$ cat config.mk
export PLATFORM = sky130hd
export DESIGN_NAME = bufferm_rd_seq
export DESIGN_NICKNAME = d
export VERILOG_FILES = /design/src/rtl/bufferm_rd_seq.sv
export SDC_FILE = /design/constraint.sdc
export NUM_CORES = 1
export LEC_CHECK = 0
export ABC_CLOCK_PERIOD_IN_PS = 3400
export BUFFER_PORTS_ARGS = -buffer_cell sky130_fd_sc_hd__buf_4
export CAP_MARGIN = 10
export CORE_ASPECT_RATIO = 1.25
export CORE_MARGIN = 1
export CORE_UTILIZATION = 45
export CTS_CLUSTER_DIAMETER = 150
export DETAILED_ROUTE_END_ITERATION = 16
export GPL_TIMING_DRIVEN = 0
export MAX_ROUTING_LAYER = met4
export PLACE_DENSITY = 0.65
export SYNTH_ARGS = -nofsm -noshare
export SYNTH_HDL_FRONTEND = slang
export SYNTH_SLANG_ARGS = --single-unit
export TNS_END_PERCENT = 20
$ cat constraint.sdc
create_clock -name clk -period 3.4 [get_ports clk]
set_input_delay 0.17 -clock clk [delete_from_list [all_inputs] [get_ports clk]]
set_output_delay 0.17 -clock clk [all_outputs]
set_load 0.03 [all_outputs]
$ cat src/rtl/bufferm_rd_seq.sv
// bufferm_rd_seq: issues strided read bursts to bufferM and streams the returned words out through a credit-guarded FIFO.
// Optional feature macro: BUFM_RDSEQ_STALL_CNT_EN adds a saturating 16-bit downstream-stall counter output.
module bufferm_rd_seq #(
  parameter int addrLen    = 10,
  parameter int dataLen    = 32,
  parameter int FIFO_DEPTH = 4
) (
  input  logic               clk,
  input  logic               reset,
  input  logic               start,
  input  logic [addrLen-1:0] base_addr,
  input  logic [addrLen-1:0] stride,
  input  logic [addrLen-1:0] count,
  output logic [addrLen-1:0] rd_addr,
  input  logic [dataLen-1:0] buf_data,
  output logic [dataLen-1:0] out_data,
  output logic               out_valid,
  input  logic               out_ready,
`ifdef BUFM_RDSEQ_STALL_CNT_EN
  output logic [15:0]        stall_cnt,
`endif
  output logic               busy,
  output logic               done
);

  localparam int PW = (FIFO_DEPTH > 1) ? $clog2(FIFO_DEPTH) : 1;
  localparam int CW = $clog2(FIFO_DEPTH + 1);
  localparam logic [CW:0]   DEPTH_C  = (CW+1)'(FIFO_DEPTH);
  localparam logic [PW-1:0] LAST_PTR = PW'(FIFO_DEPTH - 1);

  typedef enum logic [1:0] {
    S_IDLE = 2'd0,
    S_RUN  = 2'd1,
    S_DONE = 2'd2
  } state_e;

  state_e             state_q, state_d;
  logic [addrLen-1:0] cur_addr_q, cur_addr_d;
  logic [addrLen-1:0] stride_q, stride_d;
  logic [addrLen-1:0] remaining_q, remaining_d;
  logic               inflight_q, inflight_d;
  logic [dataLen-1:0] mem_q [FIFO_DEPTH];
  logic [dataLen-1:0] mem_d [FIFO_DEPTH];
  logic [PW-1:0]      wr_ptr_q, wr_ptr_d;
  logic [PW-1:0]      rd_ptr_q, rd_ptr_d;
  logic [CW-1:0]      fifo_count_q, fifo_count_d;

  logic issue;
  logic push;
  logic pop;

  assign rd_addr   = cur_addr_q;
  assign out_data  = mem_q[rd_ptr_q];
  assign out_valid = (fifo_count_q != '0);
  assign busy      = (state_q != S_IDLE);
  assign done      = (state_q == S_DONE);

  // The inflight flag marks a read whose data bufferM returns next cycle; it
  // holds a FIFO credit so a word is never pushed into a full FIFO.
  assign push  = inflight_q;
  assign pop   = out_valid && out_ready;
  assign issue = (state_q == S_RUN) && (remaining_q != '0) &&
                 (({1'b0, fifo_count_q} + (CW+1)'(inflight_q)) < DEPTH_C);

  always_comb begin
    mem_d        = mem_q;
    wr_ptr_d     = wr_ptr_q;
    rd_ptr_d     = rd_ptr_q;
    fifo_count_d = fifo_count_q + CW'(push) - CW'(pop);
    if (push) begin
      mem_d[wr_ptr_q] = buf_data;
      wr_ptr_d        = (wr_ptr_q == LAST_PTR) ? '0 : wr_ptr_q + PW'(1);
    end
    if (pop) begin
      rd_ptr_d = (rd_ptr_q == LAST_PTR) ? '0 : rd_ptr_q + PW'(1);
    end
  end

  // Completion looks at post-edge FIFO occupancy so done follows the final pop directly.
  always_comb begin
    state_d     = state_q;
    cur_addr_d  = cur_addr_q;
    stride_d    = stride_q;
    remaining_d = remaining_q;
    inflight_d  = issue;
    unique case (state_q)
      S_IDLE: begin
        if (start) begin
          stride_d    = stride;
          remaining_d = count;
          if (count != '0) begin
            cur_addr_d = base_addr;
            state_d    = S_RUN;
          end else begin
            state_d    = S_DONE;
          end
        end
      end
      S_RUN: begin
        if (issue) begin
          cur_addr_d  = cur_addr_q + stride_q;
          remaining_d = remaining_q - addrLen'(1);
        end
        if ((remaining_q == '0) && !inflight_q && (fifo_count_d == '0)) begin
          state_d = S_DONE;
        end
      end
      S_DONE: begin
        state_d = S_IDLE;
      end
      default: begin
        state_d = S_IDLE;
      end
    endcase
  end

  always_ff @(posedge clk or negedge reset) begin
    if (!reset) begin
      state_q      <= S_IDLE;
      cur_addr_q   <= '0;
      stride_q     <= '0;
      remaining_q  <= '0;
      inflight_q   <= 1'b0;
      wr_ptr_q     <= '0;
      rd_ptr_q     <= '0;
      fifo_count_q <= '0;
      for (int i = 0; i < FIFO_DEPTH; i++) begin
        mem_q[i] <= '0;
      end
    end else begin
      state_q      <= state_d;
      cur_addr_q   <= cur_addr_d;
      stride_q     <= stride_d;
      remaining_q  <= remaining_d;
      inflight_q   <= inflight_d;
      wr_ptr_q     <= wr_ptr_d;
      rd_ptr_q     <= rd_ptr_d;
      fifo_count_q <= fifo_count_d;
      mem_q        <= mem_d;
    end
  end

`ifdef BUFM_RDSEQ_STALL_CNT_EN
  logic [15:0] stall_cnt_q, stall_cnt_d;

  assign stall_cnt = stall_cnt_q;

  always_comb begin
    stall_cnt_d = stall_cnt_q;
    if ((state_q == S_IDLE) && start) begin
      stall_cnt_d = '0;
    end else if (out_valid && !out_ready && (stall_cnt_q != 16'hFFFF)) begin
      stall_cnt_d = stall_cnt_q + 16'd1;
    end
  end

  always_ff @(posedge clk or negedge reset) begin
    if (!reset) begin
      stall_cnt_q <= '0;
    end else begin
      stall_cnt_q <= stall_cnt_d;
    end
  end
`endif

endmodule

Word-level counts from Yosys, hierarchy flattened
Index checks and enable logic that the tools add are counted.
{ "totals": {"output_inout_bits": 45, "regBits": 168, "in_bits": 66, "mem_bits_ro": 0, "memories": 0, "ramBits": 0, "latchBits": 0} }
{ "classes": {"addsub": 7, "n_lt_le_gt_ge": 4, "muxes": 19, "n_reduce_logical": 19, "div": 0, "n_mul": 0, "shift": 0, "n_eq_ne": 8, "n_bitwise": 2} }
{ "op_table": {"columns": ["op", "n"], "rows": [
  ["$bwmux 128", 1],
  ["$mux 32", 3],
  ["$bmux 32 s2", 1],
  ["$demux 32 s2", 1],
  ["$mux 10", 5],
  ["$pmux 10 s2", 2],
  ["$reduce_bool 10->1", 2],
  ["$add 10x10->10", 1],
  ["$logic_not 10->1", 1],
  ["$mux 2", 5],
  ["$sub 10x1->10 const B", 1],
  ["$eq 2x2->1 const B", 3],
  ["$ge 3x3->1 const B", 2],
  ["$logic_and 1x1->1", 6],
  ["$ne 2x2->1 const B", 3],
  ["$not 2->3", 2],
  ["$add 2x1->2 const B", 2],
  ["$add 3x1->4", 1],
  ["$lt 4x3->1 const B", 1],
  ["$pmux 2 s2", 1],
  ["$reduce_and 2->1", 2],
  ["$reduce_and 4->1", 1],
  ["$reduce_bool 2->1", 2],
  ["$add 3x1->3", 1],
  ["9 further kinds", 9]
]} }

Longest topological paths before layout
Gate-level depths: netlist of run 1.
{ "logic_depth": {"depth_word": 7, "ltp_mapped": 13, "depth_no_buf": 13} }

Worst setup path before layout of run 1
OpenSTA, ideal clock, no wires.
{ "synth_timing": {"kind": "reg-to-reg", "from": "reg fifo_count_q[1]", "to": "reg state_q[0]", "slack_ps": 410, "stages_incl_launch_ff": 13, "setup_time_ps": 126, "synth_period_minus_slack_ps": 2990, "required_time_ps": 3274, "t_arrival_ps": 2865, "cell_sequence": "dfrtp_1 or3_1 nand2_1 inv_1 ha_1 inv_1 ha_1 inv_1 fa_1 inv_1 or4_1 o21ai_0 a21oi_1"} }
{ "synth_via": {"elab_chain_cells": 7, "word_cells_on_any_way": 8, "cone_classes": "add/sub (2); eq/ne (1); reduce/logical (5)"} }
{ "synth_lines": {"columns": ["item", "line_no", "source"], "rows": [
  ["start: declaration", "46", "logic [CW-1:0] fifo_count_q, fifo_count_d;"],
  ["start signal: assignment", "138", "fifo_count_q <= fifo_count_d;"],
  ["$reduce_bool 3->1", "54", "assign out_valid = (fifo_count_q != '0);"],
  ["named net out_valid", "17", "output logic out_valid,"],
  ["$logic_and 1x1->1", "61", "assign pop = out_valid && out_ready;"],
  ["named net pop", "50", "logic pop;"],
  ["$sub 3x1->3", "69", "fifo_count_d = fifo_count_q + CW'(push) - CW'(pop);"],
  ["named net fifo_count_d[1]", "46", null],
  ["$logic_not 3->1", "104", "if ((remaining_q == '0) && !inflight_q && (fifo_count_d == '0)) begin"],
  ["$logic_and 1x1->1", "104", null],
  ["$ne 2x1->1 (no line)", null, null],
  ["$reduce_and 2->1 (no line)", null, null],
  ["end signal: assignment", "131", "state_q <= state_d;"],
  ["end: declaration", "37", "state_e state_q, state_d;"]
]} }
The timed path passes the listed nets, and every way through them passes these cells.
A chain may end at the register's enable or synchronous reset.

Worst setup path after layout of run 1
{ "layout_timing": {"from": "reg fifo_count_q[1]", "to": "reg state_q[0]"} }
{ "layout_via": {"elab_chain_cells": 7, "word_cells_on_any_way": 8, "cone_classes": "add/sub (2); eq/ne (1); reduce/logical (5)"} }
{ "layout_lines": {"columns": ["item", "line_no"], "rows": [
  ["$reduce_bool 3->1", "54"],
  ["$logic_and 1x1->1", "61"],
  ["named net pop", "50"],
  ["$sub 3x1->3", "69"],
  ["named net fifo_count_d[1]", "46"],
  ["$logic_not 3->1", "104"],
  ["$logic_and 1x1->1", "104"],
  ["$ne 2x1->1 (no line)", null],
  ["$reduce_and 2->1 (no line)", null]
]} }
The timed path passes the listed nets, and every way through them passes these cells.

==> flow_metrics.env, run 1 <==
export IMPL_drc_errors=0
export IMPL_worst_pin_slew_ns=0.7551
export IMPL_antennaDiodeCount=0
export IMPL_antenna_found_initial=0
export IMPL_combPwrFrac=0.513
export IMPL_synthArstFlopShare=1.000
export IMPL_busiest_layer="met2"
export IMPL_gr_usage_met3=0.03652
export IMPL_gr_usage_met1=0.2357
export IMPL_grtUsageTotal=0.2095
export IMPL_slew_limit_headroom=0.4966
export IMPL_avgRoutedWirePerCell_um=17.80
export IMPL_worst_setup_path_type="flop to flop"
export IMPL_routed_wl_um=17520
export IMPL_finalSetupViolations=0
export IMPL_clock_sinks=168
export IMPL_powerDensity_nw_per_um2=1142
export IMPL_synth_xor_area_frac=0.007683
export IMPL_gp_congestion=0.8520
export IMPL_final_common_cell="dfrtp_1"
export IMPL_post_route_util=0.5831
export IMPL_dpl_instance_area_um2=9121
export IMPL_cp_num_buf_inv=4
export IMPL_critPathTopFamily="simple AND/OR/NAND/NOR gates"
export IMPL_hpwlAfterDp_um=12050
export IMPL_fin_setup_tns_ns=0
export IMPL_fmax_mhz=324.1
export IMPL_ys_flop_type="dfrtp_1"
export IMPL_cpMaxStageDelayCell="or4_1"
export IMPL_ctsRootBufferMaster="clkbuf_16"
export IMPL_critical_path_cell_chain="or3_1 -> nand2_1 -> inv_1 -> ha_1 -> inv_1 -> ha_1 -> inv_1 -> fa_1 -> inv_1 -> or4_1 -> o21ai_0 -> a21oi_1"
export IMPL_p_leak_nw=4.399
export IMPL_muxShareOfSynthArea=0.2910
export IMPL_core_um2=17430
export IMPL_most_common_layout_cells="dfrtp_1 (168), mux2_2 (139), buf_4 (111)"
export IMPL_path_clk_slew_ns=0.06
export IMPL_drv_slew=0
export IMPL_clock_latency_ns=0.42
export IMPL_io_buffers=110
export IMPL_grt_pass1_wl_um=28350
export IMPL_status="complete, no violations"
export IMPL_rows=54
export IMPL_synthesis_nets=663
export IMPL_io_pins=111
export IMPL_avgSynthCellArea_um2=13.85
export IMPL_use_met2=0.3714
export IMPL_vias=5295
export IMPL_area_delta_synth_final_pct=27.37
export IMPL_firstDrtPassIters=6
export IMPL_yosys_cell_types_count=55
export IMPL_numCtsBuffers=17
export IMPL_synth_top_family_by_area="multiplexers"
export IMPL_clkPwrFrac=0.173
export IMPL_synth_seq_cells=168
export IMPL_cts_tree="done"
export IMPL_synth_edf_count=0
export IMPL_ant_nets=0
export IMPL_swShare=0.3822
export IMPL_synth_simple_area_share=0.06099
export IMPL_cp_arrival_ns=3.39
export IMPL_grt_start_max_net_pins=90
export IMPL_period_share=0.9075
export IMPL_switching_power_mw=4.437
export IMPL_die_area_um2=18270
export IMPL_vias_per_cell=5.381
export IMPL_cp_start_kind="flop"
export IMPL_die_w_um=121.1
export IMPL_fin_crit_ns=3.085
export IMPL_synth_area_um2=7980
export IMPL_initial_core_util=0.4578
export IMPL_seqPwrFrac=0.314
export IMPL_yosysSeqAreaShare=0.5268
export IMPL_maxCapViolCount=0
export IMPL_final_hold_violation_count=0
export IMPL_crit_path_end_kind="flop"
export IMPL_cp_data_required_time_ns=3.70
export IMPL_final_nets=835
export IMPL_post_cts_resized=0
export IMPL_design_area_um2=10160
export IMPL_path_max_fanout=5
export IMPL_grt_pass1_vias=5862
export IMPL_htreeDepth=4
export IMPL_crit_path_max_incr_delay_ns=0.55
export IMPL_dieHeight_um=150.9
export IMPL_overflow=0
export IMPL_drt_iter0_drc=180
export IMPL_yosys_warnings=0
export IMPL_cp_common_cell="inv_1"
export IMPL_hp_class="primary input to flop"
export IMPL_netlist_instances=576
export IMPL_synthAdderAreaFrac=0.03481
export IMPL_peakVddDrop_mv=0.5545
export IMPL_rsz0062_at_grt="no"
export IMPL_skew_ns=0.006902
export IMPL_clockBufferDepth=2
export IMPL_synth_compound_area_frac=0.05707
export IMPL_p_int_mw=7.171
export IMPL_layout_drive_gt1_share=0.4368
-- final cells by class --
cell class	count	area, um^2
fill	1482	7267
multi-input combinational	366	3603
clock inverter	10	142.6
tap	224	280.3
inverter	12	45.04
timing repair buffer	153	1281
sequential	168	4204
clock buffer	21	480.5
buffer	30	127.6
-- flip-flops by register name (all words and copies together) (netlist names) --
signal        cells
fifo_count_q      3
inflight_q        1
mem_q           128
rd_addr          10
rd_ptr_q          2
remaining_q      10
state_q           2
stride_q         10
wr_ptr_q          2
-- kinds of logic after synthesis --
group | Yosys count
and+or+nand+nor | 92
muxes | 174
xor gates and xnor gates | 7
AOI/OAI and AO/OA | 72
adders and majority gates | 21
buffers and inverters | 42
DFF | 168
-- layer usage --
| metal | wire length (um) | vias up |
|---|---|---|
| met5 | 0 | - |
| met4 | 284 | 0 |
| met3 | 582 | 21 |
| met2 | 9495 | 100 |
| met1 | 7157 | 2709 |
| li1 | - | 2465 |
-- synth_stat cells, drive strengths merged, types with 4 or more instances --
master	n	share of area
buf	20	0.011
dfrtp	168	0.53
a211oi	5	0.0053
a31oi	4	0.0031
ha	19	0.030
o211ai	4	0.0038
clkbuf	10	0.0047
mux2	141	0.20
nor2	28	0.013
o21ai	23	0.014
a21oi	20	0.014
a21o	4	0.0038
xor2	4	0.0044
inv	12	0.0056
mux4	32	0.090
nor3	9	0.0056
nand2b	5	0.0039
nand2	24	0.011
-- path summary, 6_finish.rpt --
| check | startpoint | endpoint | slack, ns | depth (start not counted) |
|---|---|---|---|---|
| max | fifo_count_q[1] | state_q[0] | 0.31 | 12 |
| min | base_addr[5] | rd_addr[5] | 0.01 | 3 |
| max reg2reg | fifo_count_q[1] | state_q[0] | 0.31 | 12 |
| min reg2reg | mem_q[26] | mem_q[26] | 0.50 | 1 |
| max in group asynchronous | reset | stride_q[7] | 2.25 | 3 |
| min in group asynchronous | reset | mem_q[82] | 0.31 | 2 |
-- worst reg2reg max path, delay by kind of cell, from the launching register on --
kind	cells	cell delay, ns
AOI/OAI and AO/OA	2	0.29
DFF	1	0.44
adders and majority gates	3	0.86
and+or+nand+nor	3	1.17
buffers and inverters	4	0.21
-- power by group through the flow --
stage / Sequential [mW] / Combinational [mW] / Clock [mW]
final: 3.64 / 5.95 / 2.01
after global routing: 3.77 / 6.45 / 2.14
after CTS: 3.64 / 6.03 / 2.06
after detailed placement: 3.67 / 5.96 / 0
after global placement: 3.55 / 5.80 / 0
after floorplan: 3.57 / 4.30 / 0
-- through the flow --
step	hold slack, ns	total power [mW]	setup slack (ns)	std cells
after floorplan	-0.1256	7.872	0.4097	576
after global placement	0.4034	9.347	0.4153	910
after detailed placement	0.1953	9.631	0.3182	911
after CTS	0.0001606	11.73	0.2925	984
after global routing	0.002642	12.36	0.1748	984
final	0.01456	11.61	0.3145	984
-- timing repair --
action,in CTS,in global routing
hold buffers,42,0
buffers inserted,0,0
hold endpoints to repair,170,0
Note: power is estimated with default switching activity, not from simulation.
==> run 2, diff against run 1 <==
--- a/config.mk
+++ b/config.mk
@@ -7,15 +7,15 @@
 export LEC_CHECK = 0
 export ABC_CLOCK_PERIOD_IN_PS = 3400
 export BUFFER_PORTS_ARGS = -buffer_cell sky130_fd_sc_hd__buf_4
-export CAP_MARGIN = 10
+export CAP_MARGIN = 15
 export CORE_ASPECT_RATIO = 1.25
 export CORE_MARGIN = 1
-export CORE_UTILIZATION = 45
+export CORE_UTILIZATION = 50
 export CTS_CLUSTER_DIAMETER = 150
 export DETAILED_ROUTE_END_ITERATION = 16
 export GPL_TIMING_DRIVEN = 0
 export MAX_ROUTING_LAYER = met4
-export PLACE_DENSITY = 0.65
+export PLACE_DENSITY = 0.71
 export SYNTH_ARGS = -nofsm -noshare
 export SYNTH_HDL_FRONTEND = slang
 export SYNTH_SLANG_ARGS = --single-unit
==> run 2 against run 1 <==
Clock skew barely moved. Utilization rose by 7.2 points. Register-to-register slack barely moved. Final area rose by 0.30%. Largest power group unchanged. Highest routed layer unchanged. Critical path depth did not move. Worst setup slack improved by 0.010 ns. Clock-buffer cell count fell by 3. Non-clock buffer count rose by 4.
==> flow_metrics.env, run 2 (synthesis gave the netlist of run 1 again) <==
export IMPL_reg2reg_from="fifo_count_q[1]"
export IMPL_skew_ns=0.006930
export IMPL_io_buffers=110
export IMPL_drt_iter0_drc=201
export IMPL_nFillCells=1203
export IMPL_clockBufferDepth=2
export IMPL_status="complete, no violations"
export IMPL_clock_latency_ns=0.43
export IMPL_clock_sinks=168
export IMPL_r2r_slack_ns=0.32
export IMPL_drv_slew=0
export IMPL_instances_no_fill=976
export IMPL_dp_cells=899
export IMPL_area_delta_synth_final_pct=27.75
export IMPL_top_register="mem_q"
export IMPL_initial_core_util=0.5125
export IMPL_fin_setup_tns_ns=0
export IMPL_rows=51
export IMPL_cp_data_required_time_ns=3.71
export IMPL_period_share=0.9045
export IMPL_ant_nets=0
export IMPL_hpwlAfterDp_um=11320
export IMPL_p_leak_nw=4.418
export IMPL_overflow=0
export IMPL_cts_tree="done"
export IMPL_gp_congestion=0.8393
export IMPL_path_max_fanout=5
export IMPL_crit_path_max_incr_delay_ns=0.55
export IMPL_finalSetupViolations=0
export IMPL_grt_pass1_vias=5645
export IMPL_fin_ws_ns=0.3247
export IMPL_layout_drive_gt1_share=0.4346
export IMPL_path_clk_slew_ns=0.06
export IMPL_post_cts_resized=0
export IMPL_vias_per_cell=5.443
export IMPL_worstHoldStart="base_addr[6]"
export IMPL_min_path_cells=3
export IMPL_ctsRootBufferMaster="clkbuf_16"
export IMPL_pre_cts_slack_ns=0.3215
export IMPL_most_common_layout_cells="dfrtp_1 (168), mux2_2 (139), buf_4 (111)"
export IMPL_grt_start_max_net_pins=95
export IMPL_worst_setup_path_type="flop to flop"
export IMPL_critical_path_cell_chain="or3_1 -> nand2_1 -> inv_1 -> ha_1 -> inv_1 -> ha_1 -> inv_1 -> fa_1 -> inv_1 -> or4_1 -> o21ai_0 -> a21oi_1"
export IMPL_die_w_um=115.0
export IMPL_antennaDiodeCount=0
export IMPL_io_pins=111
export IMPL_core_um2=15570
export IMPL_timing_hold_ws_ns=0.01751
export IMPL_fin_crit_ns=3.075
export IMPL_htreeDepth=4
export IMPL_worst_pin_slew_ns=0.7281
export IMPL_maxCapViolCount=0
export IMPL_crit_path_end_kind="flop"
export IMPL_powerDensity_nw_per_um2=1141
export IMPL_peakVddDrop_mv=0.5894
export IMPL_avgRoutedWirePerCell_um=17.23
export IMPL_grt_pass1_wl_um=27440
export IMPL_drc_errors=0
export IMPL_fmax_mhz=325.2
export IMPL_grtUsageTotal=0.2263
export IMPL_die_area_um2=16470
export IMPL_cp_start_kind="flop"
export IMPL_r2r_cells=12
export IMPL_final_nets=839
export IMPL_cp_common_cell="inv_1"
export IMPL_largest_reg_flops=128
export IMPL_slew_limit_headroom=0.5146
export IMPL_cpMaxStageDelayCell="or4_1"
export IMPL_rsz0062_at_grt="no"
export IMPL_numCtsBuffers=17
export IMPL_final_common_cell="dfrtp_1"
export IMPL_hp_class="primary input to flop"
export IMPL_dieHeight_um=143.2
export IMPL_vias=5312
export IMPL_power_mw=11.63
export IMPL_rr_endpoint="state_q[0]"
export IMPL_routed_wl_um=16820
export IMPL_final_hold_violation_count=0
export IMPL_whs_endpoint="rd_addr[6]"
export IMPL_cp_arrival_ns=3.39
export IMPL_firstDrtPassIters=4
export IMPL_antenna_found_initial=0
-- run 2: changes by cell type in the layout (fill, tap and decap cells not counted) --
cell and change:
dlygate4sd3_1 +4, clkbuf_8 -3, inv_6 +3, clkinv_4 +2
buf_6 +1, buf_8 -1, bufinv_16 +1, clkinv_2 -1
clkinvlp_4 -1, inv_8 -1
-- run 2: critical path, delay by kind of cell, from the launching register on --
family	cells	cell delay [ns]
simple gates	3	1.15
compound gates	2	0.25
buf+inv	4	0.23
flops	1	0.44
fa+ha+maj	3	0.88
-- run 2: area by class of cell --
class                   count  area [um^2]  area share
flip-flops and latches    168         4204      0.4124
multi-input cells         366         3603      0.3535
repair buffers            157         1318      0.1292
clock buffers              18        439.2     0.04308
well taps                 212        265.3     0.02602
clock inverters            13        192.7     0.01890
plain buffers              30        127.6     0.01252
inverters                  12        45.04    0.004418
-- run 2: worst max-delay path by stage --
stage	start	end	depth (start not counted)
after global routing	fifo_count_q[1]	state_q[1]	13
final	fifo_count_q[1]	state_q[0]	12
after floorplan	fifo_count_q[1]	state_q[0]	12
after detailed placement	fifo_count_q[1]	state_q[0]	12
after CTS	fifo_count_q[1]	state_q[0]	12
after global placement	fifo_count_q[1]	state_q[0]	12
-- run 2: per-layer routing --
metal,track usage,part of all wire,up-vias
met4,0.08544,0.014,0
met1,0.2684,0.43,2703
met2,0.3871,0.53,120
met3,0.03565,0.031,18
met5,-,0,-
li1,-,-,2471
-- run 2: stage by stage --
step,instance area (um^2),util
2_1_floorplan,7980,-
5_1_grt,10190,0.6548
6_report,10190,0.6548
3_3_place_gp,9071,0.5826
4_1_cts,10190,0.6548
3_5_place_dp,9102,0.5846
-- run 2: timing repair --
action / 4_1_cts / 5_1_grt
hold buffers: 46 / 0
endpoints found under the hold margin: 205 / 0
buffers inserted: 0 / 0
-- run 2: where the power goes --
part / switching, mW / internal, mW
sequential: 0.578 / 3.05
combinational: 3.05 / 2.89
clock: 0.810 / 1.25
total: 4.43 / 7.19
==> run 3, diff against run 2 <==
--- a/config.mk
+++ b/config.mk
@@ -11,6 +11,7 @@
 export CORE_ASPECT_RATIO = 1.25
 export CORE_MARGIN = 1
 export CORE_UTILIZATION = 50
+export CTS_BUF_LIST = sky130_fd_sc_hd__clkbuf_2
 export CTS_CLUSTER_DIAMETER = 150
 export DETAILED_ROUTE_END_ITERATION = 16
 export GPL_TIMING_DRIVEN = 0
==> run 3 against run 2 <==
First-iteration DRC count down 13%. Clock power down 42%. Combinational power up 0.7%. Worst hold slack better by 0.17 ns. Critical endpoint is now state_q[1].
==> flow_metrics.env, run 3 (synthesis gave the netlist of run 1 again) <==
export IMPL_status="complete, no violations"
export IMPL_path_clk_slew_ns=0.24
export IMPL_critical_path_cell_chain="or3_1 -> nand2_1 -> inv_1 -> ha_1 -> inv_1 -> ha_1 -> inv_1 -> fa_1 -> inv_1 -> or4_1 -> nor2_1 -> nand2_1 -> a21oi_1"
export IMPL_io_buffers=110
export IMPL_period_share=0.9086
export IMPL_path_max_fanout=5
export IMPL_routed_wl_um=16930
export IMPL_drc_errors=0
export IMPL_area_delta_synth_final_pct=26.50
export IMPL_pre_cts_slack_ns=0.3215
export IMPL_vias_per_cell=5.415
export IMPL_rsz0062_at_grt="no"
export IMPL_clock_latency_ns=0.75
export IMPL_fin_setup_tns_ns=0
export IMPL_die_w_um=115.0
export IMPL_dieHeight_um=143.2
export IMPL_numCtsBuffers=17
export IMPL_worst_pin_slew_ns=0.7462
export IMPL_p_leak_nw=4.376
export IMPL_worst_setup_path_type="flop to flop"
export IMPL_maxCapViolCount=0
export IMPL_most_common_layout_cells="dfrtp_1 (168), mux2_2 (139), buf_4 (111)"
export IMPL_antenna_found_initial=1
export IMPL_final_hold_violation_count=0
export IMPL_layout_drive_gt1_share=0.4219
export IMPL_grt_start_max_net_pins=95
export IMPL_firstDrtPassIters=4
export IMPL_overflow=0
export IMPL_cts_tree="done"
export IMPL_cp_data_required_time_ns=4.08
export IMPL_post_cts_buffers=0
export IMPL_clock_sinks=168
export IMPL_drv_slew=0
export IMPL_hpwlAfterDp_um=11320
export IMPL_htreeDepth=4
export IMPL_grt_pass1_vias=5715
export IMPL_core_um2=15570
export IMPL_fmax_mhz=323.7
export IMPL_nFillCells=1203
export IMPL_finalSetupViolations=0
export IMPL_peakVddDrop_mv=0.6543
export IMPL_crit_path_max_incr_delay_ns=0.55
export IMPL_die_area_um2=16470
export IMPL_post_cts_resized=0
export IMPL_grtUsageTotal=0.2291
export IMPL_ant_nets=0
export IMPL_vias=5415
export IMPL_powerDensity_nw_per_um2=1067
export IMPL_final_common_cell="dfrtp_1"
export IMPL_io_pins=111
export IMPL_avgRoutedWirePerCell_um=16.93
export IMPL_cp_arrival_ns=3.77
export IMPL_grt_pass1_wl_um=27900
export IMPL_ctsRootBufferMaster="clkbuf_2"
export IMPL_hp_class="primary input to flop"
export IMPL_largest_reg_flops=128
export IMPL_fin_ws_ns=0.3107
export IMPL_initial_core_util=0.5125
export IMPL_skew_ns=0.03127
export IMPL_clockBufferDepth=2
export IMPL_fin_crit_ns=3.089
export IMPL_crit_path_end_kind="flop"
export IMPL_cts_hold_buf=69
export IMPL_cp_num_buf_inv=4
export IMPL_final_nets=862
export IMPL_drt_iter0_drc=175
export IMPL_gp_congestion=0.8393
export IMPL_rows=51
export IMPL_critPathTopFamily="simple AND/OR/NAND/NOR gates"
export IMPL_cpMaxStageDelayCell="or4_1"
export IMPL_slew_limit_headroom=0.5025
export IMPL_cp_start_kind="flop"
export IMPL_cp_common_cell="inv_1"
export IMPL_regArea_um2=4204
export IMPL_multi_input_area_um2=3603
export IMPL_top_register="mem_q"
-- run 3: changes by cell type in the layout (fill, tap and decap cells not counted), sizes merged --
cell,previous run,this run
clkbuf,28,27
buf,131,132
diode,0,1
clkinv,4,5
dlygate4sd3,46,68
-- run 3: path summary, 6_finish.rpt --
kind,from,endpoint,slack (ns),cells past startpoint
setup / recovery,fifo_count_q[1],state_q[1],0.31,13
hold / removal,stride[3],stride_q[3],0.19,3
setup reg to reg,fifo_count_q[1],state_q[1],0.31,13
hold reg to reg,mem_q[16],mem_q[16],0.53,1
max in group asynchronous,reset,stride_q[9],2.45,4
min in group asynchronous,reset,mem_q[77],0.52,4
-- run 3: power breakdown --
group | internal, mW | total [mW] | leakage (nW) | switching (mW)
sequential | 3.02 | 3.59 | 1.97 | 0.571
clock | 0.486 | 1.20 | 0.159 | 0.715
combinational | 2.93 | 5.98 | 2.25 | 3.05
-- run 3: worst register-to-register path, stage by stage (launching register included) --
cell and delay (ns):
dfrtp_1 0.49, or3_1 0.43, nand2_1 0.18, inv_1 0.07
ha_1 0.26, inv_1 0.06, ha_1 0.14, inv_1 0.05
fa_1 0.48, inv_1 0.05, or4_1 0.55, nor2_1 0.11
nand2_1 0.06, a21oi_1 0.12
-- run 3: cell type report --
class | instances | share of cell area
clock inverter | 14 | 0.01946
timing repair buffer | 180 | 0.1551
multi-input combinational | 366 | 0.3570
tap | 212 | 0.02628
sequential | 168 | 0.4165
clock buffer | 17 | 0.008428
inverter | 12 | 0.004462
buffer | 30 | 0.01264
antenna | 1 | 0.0002479
-- run 3: through the flow --
| step | area [um^2] | power (mW) | instances | util | hold WS (ns) |
|---|---|---|---|---|---|
| floorplan | 7980 | 7.872 | 576 | - | -0.1256 |
| CTS | 10090 | 10.86 | 999 | 0.6482 | 0.1057 |
| global route | 10090 | 11.51 | 1000 | 0.6483 | 0.1313 |
| detailed placement | 9102 | 9.579 | 899 | 0.5846 | 0.2445 |
| global placement | 9071 | 9.324 | 898 | 0.5826 | 0.4036 |
| finish | 10090 | 10.77 | 1000 | 0.6483 | 0.1870 |
-- run 3: metal layers --
metal / GRT usage / vias to the layer above / share of wire
met4: 0.07861 / 0 / 0.013
met3: 0.03820 / 17 / 0.031
met5: - / - / 0
li1: - / 2519 / -
met1: 0.2704 / 2756 / 0.42
met2: 0.3954 / 123 / 0.54
